$ cat src/rtl/eight_demux_deser.sv
// 1:8 demultiplexing deserializer: steers one WIDTH-bit word per handshake into lanes 0..7 and
// presents the assembled frame on a registered valid/ready output. Optional DEMUX_PARITY_EN adds out_parity.
module eight_demux_deser #(
   parameter int WIDTH = 1
) (
   input  logic               clk,
   input  logic               rst_n,
   input  logic               flush,
   input  logic               in_valid,
   output logic               in_ready,
   input  logic [WIDTH-1:0]   in_data,
   output logic               out_valid,
   input  logic               out_ready,
   output logic [8*WIDTH-1:0] out_data,
   output logic [2:0]         lane_sel,
`ifdef DEMUX_PARITY_EN
   output logic               out_parity,
`endif
   output logic               busy
);

   // Lane 7 is never stored: the completing beat goes straight into out_data.
   logic [6:0][WIDTH-1:0] lane_q;
   logic                  accept;
   logic                  last_lane;

   assign last_lane = (lane_sel == 3'd7);
   assign in_ready  = !flush && !(last_lane && out_valid && !out_ready);
   assign accept    = in_valid && in_ready;
   assign busy      = (lane_sel != 3'd0);

   always_ff @(posedge clk or negedge rst_n) begin
      if (!rst_n) begin
         lane_q    <= '0;
         lane_sel  <= 3'd0;
         out_valid <= 1'b0;
         out_data  <= '0;
      end else begin
         if (flush) begin
            lane_sel <= 3'd0;
         end else if (accept) begin
            lane_sel <= lane_sel + 3'd1;
         end

         if (accept) begin
            for (int k = 0; k < 7; k++) begin
               if (lane_sel == 3'(k)) begin
                  lane_q[k] <= in_data;
               end
            end
         end

         // A completing beat overrides a same-cycle drain, giving zero-bubble throughput.
         if (accept && last_lane) begin
            out_data  <= {in_data, lane_q};
            out_valid <= 1'b1;
         end else if (out_valid && out_ready) begin
            out_valid <= 1'b0;
         end
      end
   end

`ifdef DEMUX_PARITY_EN
   always_ff @(posedge clk or negedge rst_n) begin
      if (!rst_n) begin
         out_parity <= 1'b0;
      end else if (accept && last_lane) begin
         out_parity <= ^{in_data, lane_q};
      end
   end
`endif

endmodule

$ cat config.mk
export PLATFORM = sky130hd
export DESIGN_NAME = eight_demux_deser
export DESIGN_NICKNAME = d
export VERILOG_FILES = /design/src/rtl/eight_demux_deser.sv
export SDC_FILE = /design/constraint.sdc
export NUM_CORES = 1
export LEC_CHECK = 0
export BUFFER_PORTS_ARGS = -buffer_cell sky130_fd_sc_hd__buf_2
export CORE_ASPECT_RATIO = 0.8
export CORE_UTILIZATION = 40
export DETAILED_ROUTE_END_ITERATION = 12
export HOLD_SLACK_MARGIN = 0.08
export PLACE_DENSITY = 0.71
export SETUP_SLACK_MARGIN = 0.4
export SYNTH_ARGS = -nofsm -noshare
export SYNTH_HDL_FRONTEND = slang
export SYNTH_SLANG_ARGS = --single-unit
$ cat constraint.sdc
create_clock -name clk -period 1.5 [get_ports clk]
set_input_delay 0.075 -clock clk [delete_from_list [all_inputs] [get_ports clk]]
set_output_delay 0.075 -clock clk [all_outputs]
set_load 0.03 [all_outputs]
==> metrics <==
run status finished, violations left; failing checks negative setup slack; worst-margin pin slew around 0.42 ns; fin crit period 1.64 ns; hold path start out_ready; CTS sink count 19; area leader, netlist dfrtp_1; P_leak roughly 0.65 nW; r2r startpoint lane_sel[0]$_DFFE_PN0P_; CTS Buffer Depth 2; Yosys top cell area share 0.503; number of max-cap violations 0; chip width approximately 56 µm; most numerous cell in the Yosys netlist dfrtp_1; Via density approximately 5.2; skew final between 0.0007 and 0.0008 ns; post-route insts no fill between 100 and 150; startpoint types flop; Total Routing Usage GR 0.172; routed len/inst between 15 and 20 µm; fraction of registers with async set/reset 1.00; flops & latches, synth 19; largest net degree at the start of global routing 20; Seq/Total Area, Yosys 0.503; Max VDD drop between 500 and 600 µV; Worst Hold Endpoint out_valid$_DFFE_PN0P_; vias in the first global route between 600 and 700; number of remaining DRC errors 0; setup slack after layout -0.143 ns; CP max FO 6; pwr/cell area 776 mW/mm²; # IOs 20; Synthesis Warnings 0; Syn Nets 81; worst hold path cell count 3; Worst-path clk slew 0.11 ns; Inst Count DP between 100 and 150; syn_area_per_cell ~14 µm²; most common library cells after synthesis 19 x dfrtp_1, 8 x mux2_4, 7 x mux2_1; CTS Hold Buffers Added 3; initial antenna violation count 0; CTS tree done; number of routed nets with antenna violations 0; drt first-iter violations 9; die area around 0.0026 mm²; hpwl dp 1230 µm; RSZ-0062 raised after global routing true; Hold Path Class in -> reg; Clock Latency Late Sink 0.30 ns; Core Rows 15; period utilisation layout 1.10; Area contributors post-synth dfrtp_1 50%, mux2_4 13%, mux2_1 8.3%; layout overhead on the synthesized area 37.4%; f_max just over 0.6 GHz; Die Ht 45.5 µm; share of layout cells above drive strength 1 0.563; total congestion overflow 0; ys flop type dfrtp_1; Distinct cells, synth 20; PortBufs 19; H-tree depth 1; slew margin rel. 0.722; worst r2r path cells 8; Cell Area, Synth 946 µm²; Critical Path AT roughly 1.9 ns; Post-Route WL 1960 µm; Cells after Synth 69; Initial Util 0.431; CORE AREA 0.00220 mm²; Final setup viols 18; pre-CTS WS -0.0777 ns; R2R Path End lane_sel[2]$_DFFE_PN0P_; Hold Fails Final Rpt 0; Post-synth EDFFs 0; CTS buffer count 3; required time of the critical path around 1.7 ns; Pins Over Slew Limit 0; root buf cell clkbuf_4; Worst R2R Setup Slack -0.14 ns; crit path kind reg -> reg; Final nets approximately 120; antenna diode count 0; DR vias approximately 670; GPL Wtd Cong 0.749; Initial DRT Pass Iterations 4; first-pass GRT wire length between 3000 and 4000 µm; CP Capture Type flop
-- critical path, cell delays in order (launching register included) --
cell	delay [ns]
dfrtp_2	0.41
ha_4	0.15
ha_4	0.12
nand3b_1	0.11
buf_6	0.14
buf_4	0.12
buf_6	0.12
a211o_4	0.32
o21ai_2	0.07
-- cell usage in the layout (no fill, tap or decap), types with 2 or more instances in the layout --
cell type	instances
inv_4	2
nand2_1	3
dfrtp_1	16
clkbuf_4	3
buf_6	9
buf_2	15
dfrtp_2	3
mux2_1	7
ha_1	3
nor2b_4	2
ha_4	3
buf_4	6
dlygate4sd3_1	3
mux2_4	8
nand4_1	6
-- state kept, by name, summed over array words and instances (netlist names) --
name / count
out_valid: 1
out_data: 8
lane_sel: 3
lane_q: 7
-- kinds of logic after synthesis --
| family | synth area share |
|---|---|
| AO/OA/AOI/OAI | 0.0463 |
| adder cells (fa/ha/maj) | 0.0794 |
| buffers and inverters | 0.0476 |
| flip-flops | 0.503 |
| multiplexers | 0.210 |
| AND/OR/NAND/NOR | 0.114 |
-- worst max-delay path by stage --
stage,start,to,slack (ns),cells past startpoint
final,lane_sel[0]$_DFFE_PN0P_,lane_sel[2]$_DFFE_PN0P_,-0.14,8
after global routing,lane_sel[1]$_DFFE_PN0P_,lane_q[6]$_DFFE_PN0P_,-0.17,6
after global placement,lane_sel[1]$_DFFE_PN0P_,lane_q[6]$_DFFE_PN0P_,-0.03,5
after floorplan,lane_sel[1]$_DFFE_PN0P_,lane_q[1]$_DFFE_PN0P_,-0.15,6
after detailed placement,lane_sel[1]$_DFFE_PN0P_,lane_q[2]$_DFFE_PN0P_,-0.08,5
after CTS,lane_sel[0]$_DFFE_PN0P_,in_ready,-0.14,6
-- timing repair --
item | 4_1_cts | 5_1_grt
setup buffers | 7 | 0
pin swaps | 4 | 2
gates resized for setup | 22 | 3
hold endpoints to repair | 21 | 1
setup endpoints to repair | 22 | 23
cloned | 0 | 0
-- layout make-up --
type                    instances  area (µm²)
well taps                      25        31.3
clock inverters                 1        5.00
fillers                       193         896
clock buffers                   3        22.5
multi-input cells              44         494
flip-flops and latches         19         479
inverters                       3        16.3
repair buffers                 33         251
-- where the power goes --
part           leakage (nW)  total, mW  switching (mW)  internal (mW)
Sequential            0.253      0.573          0.0228          0.550
Clock                0.0177      0.267           0.168         0.0994
Combinational         0.376      0.169          0.0878         0.0811
-- routing by layer --
layer | vias to the layer above | global-route usage | wire, µm
met2 | 21 | 0.262 | 897
li1 | 314 | - | -
met1 | 329 | 0.233 | 929
met3 | 4 | 0.0597 | 104
met4 | 0 | 0.0585 | 31
met5 | - | 0 | 0
-- per-stage QoR --
| step | setup TNS (ns) | area [µm²] | hold WS [ns] | utilization | power [mW] |
|---|---|---|---|---|---|
| 5_1_grt | -2.28 | 1300 | 0.0648 | 0.592 | 1.06 |
| 3_3_place_gp | -0.124 | 1100 | 0.0314 | 0.501 | 0.701 |
| 6_report | -1.62 | 1300 | 0.0478 | 0.592 | 1.01 |
| 3_5_place_dp | -0.523 | 1100 | 0.0368 | 0.501 | 0.708 |
| 2_1_floorplan | -0.667 | 977 | -0.221 | - | 0.654 |
| 4_1_cts | -1.57 | 1290 | 0.0450 | 0.586 | 1.01 |
Note: power is estimated with default switching activity, not from simulation.
